File: src/rtl/jtag_dr_tx_pkg.sv
// Shared types and constants for the JTAG debug-register transmit path.
package jtag_dr_tx_pkg;

    typedef enum logic {
        ST_IDLE  = 1'b0,
        ST_SHIFT = 1'b1
    } state_t;

    localparam logic CH_ER1 = 1'b0;
    localparam logic CH_ER2 = 1'b1;

    // One valid-flag bit in front of the data word.
    function automatic int frame_bits(input int width);
        return width + 1;
    endfunction

endpackage

File: src/rtl/jtag_sync_edge.sv
// SYNC-deep synchroniser bank for JTAGG strobes plus a TCK rising-edge pulse in the clk domain.
module jtag_sync_edge #(
    parameter int N    = 5,
    parameter int SYNC = 3
) (
    input  logic         clk,
    input  logic         rstn,
    input  logic         tck_async,
    input  logic [N-1:0] strb_async,
    output logic [N-1:0] strb,
    output logic         tck_rise
);

    logic [N:0] pipe [SYNC];
    logic       tck_q;

    always_ff @(posedge clk or negedge rstn) begin
        if (!rstn) begin
            for (int i = 0; i < SYNC; i++) pipe[i] <= '0;
            tck_q <= 1'b0;
        end else begin
            pipe[0] <= {strb_async, tck_async};
            for (int i = 1; i < SYNC; i++) pipe[i] <= pipe[i-1];
            tck_q <= pipe[SYNC-1][0];
        end
    end

    assign strb     = pipe[SYNC-1][N:1];
    assign tck_rise = pipe[SYNC-1][0] & ~tck_q;

endmodule

File: src/rtl/jtag_dr_tx.sv
// SoC-to-host debug-register path: two one-deep mailboxes shifted out through JTAGG ER1/ER2.
//
// state  | meaning
// IDLE   | waiting for Capture-DR on ER1 or ER2
// SHIFT  | frame captured, shifting out until Update-DR
module jtag_dr_tx
    import jtag_dr_tx_pkg::*;
#(
    parameter int WIDTH = 32,
    parameter int SYNC  = 3
) (
    input  logic             clk,
    input  logic             rstn,
    input  logic [WIDTH-1:0] tx_data,
    input  logic             tx_sel,
    input  logic             tx_valid,
    output logic             tx_ready,
    output logic [1:0]       tx_done,
    input  logic             jtck,
    input  logic             jshift,
    input  logic             jupdate,
    input  logic             jce1,
    input  logic             jce2,
    input  logic             jrstn,
    output logic             jtdo1,
    output logic             jtdo2
);

    localparam int FRAME_BITS = frame_bits(WIDTH);
    localparam int CW         = $clog2(FRAME_BITS + 1);
    localparam logic [CW-1:0] CNT_FULL = CW'(FRAME_BITS);

    logic                  jshift_s, jupdate_s, jce1_s, jce2_s, jrstn_s, tck_rise;
    logic [WIDTH-1:0]      mbox [2];
    logic [1:0]            full;
    state_t                state, state_nxt;
    logic                  chan, chan_nxt;
    logic [FRAME_BITS-1:0] sr, sr_nxt;
    logic [CW-1:0]         bitcnt, bitcnt_nxt;
    logic                  capv, capv_nxt;
    logic [1:0]            done_nxt;
    logic                  consume;
    logic                  jtdo1_nxt, jtdo2_nxt;
    logic                  jce_any;

    jtag_sync_edge #(.N(5), .SYNC(SYNC)) u_sync (
        .clk        (clk),
        .rstn       (rstn),
        .tck_async  (jtck),
        .strb_async ({jrstn, jce2, jce1, jupdate, jshift}),
        .strb       ({jrstn_s, jce2_s, jce1_s, jupdate_s, jshift_s}),
        .tck_rise   (tck_rise)
    );

    assign jce_any  = jce1_s | jce2_s;
    assign tx_ready = ~full[tx_sel];

    // A full mailbox refuses loads, so a consume never races a load on the same channel.
    always_ff @(posedge clk or negedge rstn) begin
        if (!rstn) begin
            full <= '0;
            for (int i = 0; i < 2; i++) mbox[i] <= '0;
        end else begin
            if (tx_valid && tx_ready) begin
                mbox[tx_sel] <= tx_data;
                full[tx_sel] <= 1'b1;
            end
            if (consume) full[chan] <= 1'b0;
        end
    end

    always_comb begin
        state_nxt  = state;
        chan_nxt   = chan;
        sr_nxt     = sr;
        bitcnt_nxt = bitcnt;
        capv_nxt   = capv;
        done_nxt   = '0;
        consume    = 1'b0;
        if (!jrstn_s) begin
            state_nxt  = ST_IDLE;
            bitcnt_nxt = '0;
        end else if (tck_rise) begin
            if (state == ST_SHIFT && jupdate_s) begin
                if (bitcnt == CNT_FULL && capv) begin
                    consume        = 1'b1;
                    done_nxt[chan] = 1'b1;
                end
                state_nxt = ST_IDLE;
            end else if (jce_any && !jshift_s) begin
                chan_nxt   = jce2_s;
                sr_nxt     = {mbox[jce2_s], full[jce2_s]};
                capv_nxt   = full[jce2_s];
                bitcnt_nxt = '0;
                state_nxt  = ST_SHIFT;
            end else if (state == ST_SHIFT && jshift_s && jce_any) begin
                sr_nxt = {1'b0, sr[FRAME_BITS-1:1]};
                if (bitcnt != CNT_FULL) bitcnt_nxt = bitcnt + CW'(1);
            end
        end
        jtdo1_nxt = sr_nxt[0] & (chan_nxt == CH_ER1) & (state_nxt == ST_SHIFT);
        jtdo2_nxt = sr_nxt[0] & (chan_nxt == CH_ER2) & (state_nxt == ST_SHIFT);
    end

    // TDO is registered from next-state values so it settles on the same clk as sr.
    always_ff @(posedge clk or negedge rstn) begin
        if (!rstn) begin
            state   <= ST_IDLE;
            chan    <= CH_ER1;
            sr      <= '0;
            bitcnt  <= '0;
            capv    <= 1'b0;
            tx_done <= '0;
            jtdo1   <= 1'b0;
            jtdo2   <= 1'b0;
        end else begin
            state   <= state_nxt;
            chan    <= chan_nxt;
            sr      <= sr_nxt;
            bitcnt  <= bitcnt_nxt;
            capv    <= capv_nxt;
            tx_done <= done_nxt;
            jtdo1   <= jtdo1_nxt;
            jtdo2   <= jtdo2_nxt;
        end
    end

endmodule
File: config.mk
export PLATFORM = sky130hd
export DESIGN_NAME = jtag_dr_tx
export DESIGN_NICKNAME = d
export VERILOG_FILES = /design/src/rtl/jtag_dr_tx_pkg.sv /design/src/rtl/jtag_sync_edge.sv /design/src/rtl/jtag_dr_tx.sv
export SDC_FILE = /design/constraint.sdc
export NUM_CORES = 1
export LEC_CHECK = 0
export ABC_AREA = 1
export ABC_CLOCK_PERIOD_IN_PS = 1300
export CAP_MARGIN = 15
export CORE_AREA = 4 4 110 112
export CTS_CLUSTER_DIAMETER = 200
export DETAILED_ROUTE_END_ITERATION = 8
export DIE_AREA = 0 0 114 116
export HOLD_SLACK_MARGIN = 0.1
export PLACE_DENSITY = 0.78
export SLEW_MARGIN = 20
export SYNTH_ARGS = -nofsm -noshare
export SYNTH_HDL_FRONTEND = slang
export SYNTH_SLANG_ARGS = --single-unit
File: constraint.sdc
create_clock -name clk -period 1.3 [get_ports clk]
set_clock_uncertainty 0.05 [all_clocks]
set_input_delay 0.13 -clock clk [delete_from_list [all_inputs] [get_ports clk]]
set_output_delay 0.13 -clock clk [all_outputs]
set_load 0.01 [all_outputs]
==> results.toml <==
[die]
ioPinCount = 47
die_area_um2 = 13220
die_x_um = 114
core.rowCount = 39
dieHeight_um = 116
start_util = 0.5089
core_um2 = 11220

[route]
drt-total-wl_mm = 15.65
drtAntennaViolNets = 0
drtIter0Drc = 504
vias = 5129
first_pass_iters = 5
drc = 0
drt-vias-per-instance = 5.410
avgRoutedWirePerCell_um = 16.51

[clock_network]
clock-sinks = 131
cts_tree = "built"
cts_buffer_depth = 2
cts_made_buffers = 17
cts-htree-levels = 4
clk_pin_slew_ns = 0.06
clk_latency_ns = 0.42
cts_root_buffer = "clkbuf_16"

[status]
violations = "negative setup slack"
outcome = "complete, but fails checks"

[synth]
synth-seq-cells = 131
async_flop_share = 1.000
synth_top_area_frac = 0.5739
ys_warn_count = 0
syn-num-nets = 736
syn_area_per_cell_um2 = 8.254
synth_enable_flop_cells = 0
syn_inst = 692
synth_top_area_cell = "dfrtp_1"
ys_types = 27
netlist_top_cells_area = "dfrtp_1 57%, nand2_1 17%, o21ai_0 11%"
synth_flop_cell = "dfrtp_1"
synthesis.area_um2 = 5712
yosysSeqAreaShare = 0.5739

[sta]
tightest_slew_ns = 0.3999
hold_violations = 0
setup-tns-final_ns = -5.489
period_needed_ns = 1.483
drv_slew = 0
whs_ns = 0.1167
rsz0062_at_grt = "true"
min_period_over_period = 1.141
max_freq_mhz = 674.4
max_slew_margin = 0.7334
fin_ws_ns = -0.1827
setup_violations = 47

[global_route]
grt.total_usage = 0.2233
overflow = 0
grt_pass1_vias = 4906
antenna_found_initial = 0
grt_max_degree = 65
grt_pass1_wl_mm = 23.39

[finish]
drive_gt1_frac = 0.2149
antennaDiodeCount = 0
num-nets-final = 837
layout-area-overhead-vs-synth_pct = 39.98
fin_cells = 948

[setup_path]
cp_data_arrival_time_ns = 1.76
cp_slowest_stage_delay_ns = 0.38
cpMostUsedCell = "buf_6"
critPathKind = "reg -> reg"
end_kind = "register"
startpoint_type = "register"
crit_required_ns = 1.58
cp_slowest_cell = "dfrtp_1"
cp_max_fo = 7
crit_chain = "buf_6 -> buf_4 -> nand2_2 -> a21oi_4 -> buf_6 -> buf_16 -> nand2_1 -> o21ai_1"

[placement]
hpwl_mm = 7.873
gp_congestion = 0.8096
port_buffers = 46
place.detailed.instances = 885

[power_and_ir_drop]
power.switching_mw = 3.722
netSwitchingFraction = 0.2789
vdd_drop_max_mv = 1.130
power_mw = 13.34
p_leak_nw = 3.943
seqPwrFrac = 0.429
pwr-share-comb = 0.192
p_int_mw = 9.621
power.share.clock = 0.378
powerDensity_nw_per_um2 = 1669

[min_path]
hp-class = "in -> reg"

[flow_run]
max-cap-violations = 0
## power by group through the flow
stage                     Clock [mW]  Sequential [mW]  Combinational [mW]
after floorplan                    0             5.60                1.42
after CTS                       5.06             5.68                2.29
after global placement             0             5.69                1.98
after global routing            5.28             5.82                2.91
after detailed placement           0             5.74                2.07
final                           5.05             5.73                2.57
## synth_stat cells (2+ instances only)
cell type / number
inv_4: 2
buf_6: 5
buf_1: 4
nand2_4: 2
dfrtp_1: 131
nand4_1: 3
nand2_1: 266
ha_1: 2
nand3_1: 11
nor2_1: 19
buf_2: 8
buf_4: 2
inv_1: 82
o21ai_0: 126
o21ai_1: 4
clkbuf_1: 14
## per-layer routing
metal	global-route usage	share of wire	vias to the layer above	routed length [µm]
met3	0.04543	0.062	63	971
met5	0	0	-	0
met2	0.3720	0.49	236	7698
met4	0.08472	0.039	0	618
li1	-	-	2352	-
met1	0.2902	0.41	2478	6362
## through the flow
stage          utilization  instance area, µm²  setup WS, ns
2_1_floorplan            -                5724      -0.03305
3_3_place_gp        0.5873                6591       -0.2017
3_5_place_dp        0.5873                6591       -0.1979
4_1_cts             0.6856                7695       -0.1503
5_1_grt             0.7124                7995       -0.2182
6_report            0.7124                7995       -0.1827
## worst max-delay path: cells and delay by family, from the launching register on
family          cells  cell delay (ns)
compound gates      2             0.27
simple gates        2             0.14
buf+inv             4             0.56
flops               1             0.38
## layout by cell type (no fill, tap or decap), types with 4 or more instances in the layout
cell type,netlist,routed
buf_16,0,5
o21ai_0,126,71
o21ai_2,1,12
buf_4,2,30
nand2_2,1,29
nor2_1,19,11
buf_6,5,13
nand2_1,266,235
buf_12,0,12
o21ai_1,4,46
bufinv_16,0,4
dlygate4sd3_1,0,4
clkinv_2,0,4
inv_2,0,4
dlygate4sd2_1,0,4
inv_1,82,78
nor2_4,1,4
clkbuf_16,0,21
nand3_1,11,6
clkdlybuf4s50_1,0,40
dfrtp_1,131,131
nor2_2,0,5
## state kept, by name (all words and copies together) (netlist names)
name and cells:
jtdo2 1, mbox 64, u_sync.pipe 13, full 2, capv 1, jtdo1 1
u_sync.tck_q 1, state 1, u_sync.strb 5, bitcnt 6, chan 1, tx_done 2
sr 33
## worst paths after layout
| path | from | endpoint | slack [ns] | cells past startpoint |
|---|---|---|---|---|
| min in group asynchronous | rstn | mbox[41]$_DFFE_PN0P_ | 0.14 | 2 |
| hold / removal | jce2 | u_sync.pipe[16]$_DFF_PN0_ | 0.12 | 1 |
| setup reg to reg | state$_DFF_PN0_ | sr[12]$_DFFE_PN0P_ | -0.18 | 8 |
| setup / recovery | state$_DFF_PN0_ | sr[12]$_DFFE_PN0P_ | -0.18 | 8 |
| hold reg to reg | u_sync.pipe[17]$_DFF_PN0_ | u_sync.pipe[11]$_DFF_PN0_ | 0.30 | 0 |
| max in group asynchronous | rstn | sr[14]$_DFFE_PN0P_ | 0.47 | 3 |
## area by class of cell
class | instances | area, µm²
Clock buffer | 21 | 470.5
Clock inverter | 10 | 155.1
Fill cell | 754 | 3228
Inverter | 84 | 325.3
Multi-Input combinational cell | 444 | 2231
Sequential cell | 131 | 3278
Tap cell | 143 | 178.9
Timing Repair Buffer | 114 | 1345
Timing Repair inverter | 1 | 11.26
## what timing repair did
| action | in CTS | in global routing |
|---|---|---|
| endpoints found under the setup margin | 49 | 66 |
| setup buffers | 14 | 5 |
| hold buffers | 4 | 0 |
| pin swaps | 20 | 23 |
| resized for setup | 79 | 88 |
| cloned | 8 | 6 |
| endpoints found under the hold margin | 134 | 0 |
## kinds of logic (layout without fill, tap and decap cells)
family          Yosys count  in the layout  synth area share
fa+ha+maj                 2              2          0.004380
compound gates          136            136            0.1231
simple gates            305            305            0.2094
mux                       1              1          0.001753
flops                   131            131            0.5739
buf+inv                 117            230           0.08740
Note: power is estimated with default switching activity, not from simulation.
